$ cat src/rtl/cond_seq_pkg.sv
// Shared types for the conditional branch sequencer.
// Condition codes, execute opcodes and sequencer FSM states.
package cond_seq_pkg;

    typedef enum logic [2:0] {
        C_NEVER  = 3'd0,
        C_EQ     = 3'd1,
        C_LT     = 3'd2,
        C_LE     = 3'd3,
        C_ALWAYS = 3'd4,
        C_NE     = 3'd5,
        C_GE     = 3'd6,
        C_GT     = 3'd7
    } cond_e;

    typedef enum logic [1:0] {
        OP_NEXT   = 2'd0,
        OP_BRANCH = 2'd1,
        OP_CALL   = 2'd2,
        OP_RET    = 2'd3
    } exec_op_e;

    typedef enum logic [1:0] {
        S_FETCH = 2'd0,
        S_EXEC  = 2'd1,
        S_HALT  = 2'd2,
        S_FAULT = 2'd3
    } seq_state_e;

endpackage

$ cat src/rtl/cond_eval.sv
// Combinational condition-code evaluator on a signed 8-bit value.
// Ports: cond[2:0], value[7:0] in; taken out. Shared with the ALU flag path.
import cond_seq_pkg::*;

module cond_eval (
    input  logic [2:0] cond,
    input  logic [7:0] value,
    output logic       taken
);

    logic zero;
    logic neg;

    assign zero = (value == 8'h00);
    assign neg  = value[7];

    always_comb begin
        taken = 1'b0;
        unique case (cond_e'(cond))
            C_NEVER:  taken = 1'b0;
            C_EQ:     taken = zero;
            C_LT:     taken = neg;
            C_LE:     taken = neg | zero;
            C_ALWAYS: taken = 1'b1;
            C_NE:     taken = ~zero;
            C_GE:     taken = ~neg;
            C_GT:     taken = ~zero & ~neg;
            default:  taken = 1'b0;
        endcase
    end

endmodule

$ cat src/rtl/cond_branch_sequencer.sv
// PC sequencer: fetch/exec handshakes, conditional branch/call/return, return stack.
// Ports: clk, rst (sync, active-low), fetch_*, exec_*, halt_i, pc_o, taken_o, halted_o, fault_o, depth_o.
import cond_seq_pkg::*;

module cond_branch_sequencer #(
    parameter int PC_W        = 8,
    parameter int INSTR_BYTES = 4,
    parameter int STACK_DEPTH = 4,
    parameter int RESET_PC    = 0,
    localparam int DW = $clog2(STACK_DEPTH + 1)
) (
    input  logic            clk,
    input  logic            rst,
    output logic [PC_W-1:0] pc_o,
    output logic            fetch_valid,
    input  logic            fetch_ready,
    input  logic            exec_valid,
    output logic            exec_ready,
    input  logic [1:0]      exec_op,
    input  logic [2:0]      exec_cond,
    input  logic [7:0]      exec_value,
    input  logic [PC_W-1:0] exec_target,
    input  logic            halt_i,
    output logic            taken_o,
    output logic            halted_o,
    output logic            fault_o,
    output logic [DW-1:0]   depth_o
);

    localparam int AW = (STACK_DEPTH > 1) ? $clog2(STACK_DEPTH) : 1;

    seq_state_e      state_q, state_d;
    logic [PC_W-1:0] pc_q, pc_d;
    logic [DW-1:0]   depth_q, depth_d;
    logic            taken_q, taken_d;
    logic            fault_q, fault_d;
    logic            push;

    logic [PC_W-1:0] stack_q [STACK_DEPTH];
    logic [AW-1:0]   wr_idx;
    logic [AW-1:0]   rd_idx;

    logic [PC_W-1:0] seq_pc;
    logic            cond_true;
    logic            taken;
    logic            full;
    logic            empty;

    cond_eval u_cond (
        .cond  (exec_cond),
        .value (exec_value),
        .taken (cond_true)
    );

    assign seq_pc = pc_q + PC_W'(INSTR_BYTES);
    // NEXT ignores the condition entirely
    assign taken  = cond_true & (exec_op_e'(exec_op) != OP_NEXT);
    assign full   = (depth_q == DW'(STACK_DEPTH));
    assign empty  = (depth_q == '0);
    assign wr_idx = depth_q[AW-1:0];
    assign rd_idx = wr_idx - AW'(1);

    always_comb begin
        state_d = state_q;
        pc_d    = pc_q;
        depth_d = depth_q;
        taken_d = 1'b0;
        fault_d = fault_q;
        push    = 1'b0;
        unique case (state_q)
            S_FETCH: begin
                // halt has priority over a same-cycle fetch accept
                if (halt_i) begin
                    state_d = S_HALT;
                end else if (fetch_ready) begin
                    state_d = S_EXEC;
                end
            end
            S_EXEC: begin
                if (exec_valid) begin
                    state_d = S_FETCH;
                    pc_d    = seq_pc;
                    unique case (exec_op_e'(exec_op))
                        OP_NEXT: ;
                        OP_BRANCH: begin
                            taken_d = taken;
                            if (taken) pc_d = exec_target;
                        end
                        OP_CALL: begin
                            if (taken && full) begin
                                pc_d    = pc_q;
                                fault_d = 1'b1;
                                state_d = S_FAULT;
                            end else if (taken) begin
                                push    = 1'b1;
                                pc_d    = exec_target;
                                depth_d = depth_q + DW'(1);
                                taken_d = 1'b1;
                            end
                        end
                        OP_RET: begin
                            if (taken && empty) begin
                                pc_d    = pc_q;
                                fault_d = 1'b1;
                                state_d = S_FAULT;
                            end else if (taken) begin
                                pc_d    = stack_q[rd_idx];
                                depth_d = depth_q - DW'(1);
                                taken_d = 1'b1;
                            end
                        end
                        default: ;
                    endcase
                end
            end
            S_HALT:  state_d = S_HALT;
            S_FAULT: state_d = S_FAULT;
            default: state_d = S_FETCH;
        endcase
    end

    always_ff @(posedge clk) begin
        if (!rst) begin
            state_q <= S_FETCH;
            pc_q    <= PC_W'(RESET_PC);
            depth_q <= '0;
            taken_q <= 1'b0;
            fault_q <= 1'b0;
        end else begin
            state_q <= state_d;
            pc_q    <= pc_d;
            depth_q <= depth_d;
            taken_q <= taken_d;
            fault_q <= fault_d;
        end
    end

    always_ff @(posedge clk) begin
        if (rst && push) stack_q[wr_idx] <= seq_pc;
    end

    assign pc_o        = pc_q;
    assign fetch_valid = (state_q == S_FETCH) & ~halt_i & ~fault_q;
    assign exec_ready  = (state_q == S_EXEC);
    assign taken_o     = taken_q;
    assign halted_o    = (state_q == S_HALT);
    assign fault_o     = fault_q;
    assign depth_o     = depth_q;

endmodule

$ cat config.mk
export PLATFORM = sky130hd
export DESIGN_NAME = cond_branch_sequencer
export DESIGN_NICKNAME = d
export VERILOG_FILES = /design/src/rtl/cond_seq_pkg.sv /design/src/rtl/cond_eval.sv /design/src/rtl/cond_branch_sequencer.sv
export SDC_FILE = /design/constraint.sdc
export NUM_CORES = 1
export LEC_CHECK = 0
export CORE_ASPECT_RATIO = 1.4
export CORE_MARGIN = 1.5
export CORE_UTILIZATION = 35
export CTS_BUF_LIST = sky130_fd_sc_hd__clkbuf_4
export CTS_CLUSTER_DIAMETER = 150
export DETAILED_ROUTE_END_ITERATION = 12
export SETUP_SLACK_MARGIN = 0.15
export SYNTH_ARGS = -nofsm -noshare
export SYNTH_HDL_FRONTEND = slang
export SYNTH_SLANG_ARGS = --single-unit
$ cat constraint.sdc
create_clock -name clk -period 4.8 [get_ports clk]
set_input_delay 0.72 -clock clk [delete_from_list [all_inputs] [get_ports clk]]
set_output_delay 0.72 -clock clk [all_outputs]
set_load 0.005 [all_outputs]
[Word-level counts from Yosys, hierarchy flattened]
Memories as Yosys holds them, arrays and structs flattened.
Cells that the tools add are included.
Widths: inputs -> output; s select.
Word-level totals
  input bits: 26
  word-level logic and storage cells: 85
  output and inout port bits: 16
  register bits: 15
  memories kept: 1
  bits in writable memories: 32
Operators by class
  add/subtract/negate cells: 4
  reductions and logical operators: 14
  mux-type cells: 30
  equality and inequality tests: 22
  bitwise gates (word level): 9
Memory list
  stack_q: words 4, width 8, rd ports 1, clocked after memory_dff 0, write ports 1, RTL line cond_branch_sequencer.sv:39  | logic [PC_W-1:0] stack_q [STACK_DEPTH];
Operators with widths (number)
  $mux 8: 4
  $pmux 8 s3: 1
  $eq 3x3->1 const B: 5
  $ne 2x2->1 const B: 7
  $mux 3: 4
  $mux 1: 10
  $mux 2: 5
  $add 8x3->8 const B: 1
  $eq 2x2->1 const B: 4
  $logic_not 8->1: 1
  $pmux 1 s8: 1
  $pmux 2 s4: 1
  $reduce_and 7->1: 1
  $eq 3x2->1 const B: 2
  $logic_not 3->1: 2
  $pmux 3 s2: 1
  $reduce_and 5->1: 1
  $and 1x1->1: 4
  $eq 2x1->1 const B: 2
  $not 1->1: 4
  $pmux 2 s2: 1
  $reduce_and 4->1: 1
  $reduce_bool 2->1: 2
  $add 3x1->3 const B: 1
  other kinds (11): 13

[Logic depth before layout (Yosys ltp)]
  word-level depth: 13
  gate-level depth with buffers: 9
  gate-level depth less buffers: 7

[By module]
From an unflattened synthesis, not the netlist that was laid out.
Unflattened totals
  cell total of the unflattened synthesis: 190
  area, all modules: 2402.3 um^2
Modules (own cells, without submodules)
  cond_branch_sequencer: area an instance 2361.0 um^2, seq. area each 1261.2 um^2, times used 1, cells an instance 185
  cond_eval: area an instance 41.3 um^2, seq. area each 0.0 um^2, times used 1, cells an instance 5

[Worst setup path after synthesis]
No wires, ideal clock.
  path kind: input -> register
  start point: input port exec_op[0]
  end point: memory stack_q[0][0] (enable)
  setup time: 0.332 ns
  slack: 2.052 ns
  stages: 8
  path buffers: 1
  data arrival time: 2.416 ns
  path through: inv_1 -> ha_1 -> buf_6 -> nand2b_1 -> a211o_1 -> and3_4 -> a2111oi_2 -> and2_1
Between the ends
  longest elaborated chain between the ends: 10
  elaborated cells on any way between the ends: 12
  classes of those cells: eq/ne (1); mux (7); bitwise (1); reduce/logical (3)
Ends and longest elaborated chain
  start: declaration: RTL line cond_branch_sequencer.sv:19  | input logic [1:0] exec_op,
  $reduce_bool 2->1: RTL line cond_branch_sequencer.sv:57  | assign taken = cond_true & (exec_op_e'(exec_op) != OP_NEXT);
  $and 1x1->1: RTL line cond_branch_sequencer.sv:57
  $mux 1 or $logic_and 1x1->1 (tied branches): RTL line cond_branch_sequencer.sv:94, cond_branch_sequencer.sv:90
  $mux 1: RTL line cond_branch_sequencer.sv:90  | if (taken && full) begin
  $mux 1 (*): RTL line cond_branch_sequencer.sv:83  | unique case (exec_op_e'(exec_op))
  $mux 1 (*): RTL line cond_branch_sequencer.sv:80  | if (exec_valid) begin
  $mux 1 (*): RTL line cond_branch_sequencer.sv:70  | unique case (state_q)
  $logic_and 1x1->1 (*): RTL line cond_branch_sequencer.sv:139  | if (rst && push) stack_q[wr_idx] <= seq_pc;
  $mux 1 (*): RTL line cond_branch_sequencer.sv:139
  $mux 1 (not written as such) (*): RTL line cond_branch_sequencer.sv:139
  end: declaration: RTL line cond_branch_sequencer.sv:39
Mark *: on every way between the ends. The rest lies on a longest branch, timed or not.

[Worst setup path after layout]
  start point: input port exec_op[0]
  end point: memory stack_q[2][1] (enable)
Same word-level chain as after synthesis.

==> flow_summary.ini <==
[grt]
grt_max_degree = 21
grt_use_total_pct = 15.5
grt_pass1_vias = 1726
grt_overflow_total = 0
antenna_found_initial = 0
grt_first_pass_wirelength_um = 8580

[min_path]
hp-start = fault_o
min_path_type = reg -> reg

[yosys]
synth.distinct_cells = 54
synthArstFlopShare_pct = 0
synth_largest_area_cell = edfxtp_1
yosys_warnings = 0
synth_top_cell_area_share_pct = 38.2
postSynthCellCount = 204
yosys-top-cells-area = edfxtp_1 (38%), dfxtp_1 (12%), mux4_2 (7.2%)
synth_area_um2 = 2510
syn_area_per_cell_um2 = 12.3
ys_seq_elements = 47
ys.flop_type = edfxtp_1
synth_commonest_cells = edfxtp_1 (32), dfxtp_1 (15), nand2_1 (15)
synth.most_common_cell = edfxtp_1
synth_edf_count = 32
syn_nets = 240
synth_seq_area_share_pct = 50.2

[floorplanning]
start_util_pct = 36.2
ios = 42
die_width_um = 74.6
rows = 36
die_area_um2 = 7710
coreArea_um2 = 6940
die_h_um = 103

[critical_path]
cp-startpoint = exec_op[0]
path_buf_inv = 2
critical_path_class = in -> reg
cp.required_ns = 4.83
crit_path_top_delay_cell = clkdlybuf4s50_1
cp_top_family = simple AND/OR/NAND/NOR gates
reg2reg_from = depth_o[0]
start_kind = input port
crit_arrival_ns = 3.26
path_max_fanout = 12
cpPeakStageDelay_ns = 0.51
cp-end-kind = flip-flop
crit_chain = clkdlybuf4s50_1 > inv_1 > ha_1 > nand2b_1 > a211o_1 > and3_4 > a2111oi_2 > and2_1

[timing]
maxSlewViolCount = 0
setup_viol = 0
final-hold-violation-count = 0
setup_tns_ns = 0
fmax_mhz = 310
rsz0062_at_grt = no
slew_headroom_pct = 54.3
skew_ns = 0.0313
finalCritPeriodShare_pct = 67.3
worst_pin_slew_ns = 0.684
period_minus_slack_ns = 3.23
fin_hold_ws_ns = 0.532

[cts]
cts_setup_buffers = 0
cts_buffers = 5
path_clk_slew_ns = 0.16
clockBufferDepth = 2
clock_sinks = 47
ctsHtreeMaxLevel = 2
hold_buffers = 0
cts_resized = 0
cts_tree = yes
cts-root-buf = clkbuf_4
clk_latency_ns = 0.38

[drt]
wl_per_cell_um = 16.3
dr.pass1.iters = 4
vias_per_cell = 5.12
ant_nets = 0
drtIter0Drc = 109
wl_um = 5480
vias = 1720
drc = 0

[place]
place_congestion = 0.747
dpl.hpwl_um = 4130
port_buffers = 41

[power_and_ir_drop]
leakage_nw = 1.07
vdd_ir_drop_max_v = 0.000111
powerDensity_nw_per_um2 = 255

[layout]
areaGrowthSynthToFinish_pct = 21.8
diodes = 0
post-route-util_pct = 44.1
drive_above_1_share_pct = 11.6
final_nets = 276

[status]
status = finished, final reports clean

[run]
max_cap_viol_count = 0
[sequential cells by signal, indices dropped and copies added (netlist names)]
register / flops
depth_o: 3
fault_o: 1
pc_o: 8
stack_q: 32
state_q: 2
taken_o: 1
[power breakdown]
group          internal, mW  switching (mW)  total, mW
Combinational        0.0515          0.0502      0.102
Sequential            0.434         0.00518      0.439
Clock                 0.111           0.130      0.241
Total                 0.596           0.185      0.782
[metal layers]
layer  GRT usage, %  part of all wire (%)  vias up
li1               -                     -      851
met1           17.1                    40      813
met2           28.1                    53       44
met3           3.00                   4.2       12
met4           7.27                   2.5        0
met5              0                     0        -
[worst paths after layout]
| check | to | slack [ns] | depth (start not counted) |
|---|---|---|---|
| setup / recovery | stack_q[2][1] | 1.57 | 8 |
| hold reg to reg | fault_o | 0.53 | 1 |
| hold / removal | fault_o | 0.53 | 1 |
| setup reg to reg | pc_o[4] | 2.01 | 7 |
[cells by family after synthesis]
family / count (synthesis) / share of synthesized area (%)
adder cells (fa/ha/maj): 10 / 5.28
buffers and inverters: 22 / 4.28
multiplexers: 15 / 10.0
AND/OR/NAND/NOR: 64 / 15.3
AO/OA/AOI/OAI: 42 / 13.5
XOR/XNOR: 4 / 1.39
flip-flops: 47 / 50.2
[metrics by stage]
step	area, um^2	cells	worst slack, ns	power [mW]
after floorplan	2510	204	2.05	0.504
after global placement	2980	328	1.20	0.549
after detailed placement	2980	328	1.14	0.549
after CTS	3060	336	1.54	0.790
after global routing	3060	336	1.35	0.816
final	3060	336	1.57	0.782
[area by class of cell]
type,count,area [um^2]
inverter,9,33.8
fill,685,3880
multi-input combinational,135,1140
clock inverter,3,46.3
timing repair buffer,42,418
sequential,47,1260
clock buffer,5,37.5
tap,95,119
[layout by cell type, fill, tap and decap left out, types with 4 or more instances in the layout]
cell             synthesis  routed
inv_1                    9       9
o211a_1                  4       4
mux2i_1                  6       6
and2_1                   7       7
dfxtp_1                 15      15
edfxtp_1                32      32
o21ai_0                  4       4
mux4_2                   8       8
nand2_1                 15      15
nor2_1                   7       7
nor3_1                   5       5
clkbuf_4                 0       5
nand3_1                  7       7
a22oi_1                  5       5
ha_1                     9       9
a21oi_1                  4       4
clkdlybuf4s50_1          0      41
and3_1                   4       4
Power figures use the tool's default switching activity.
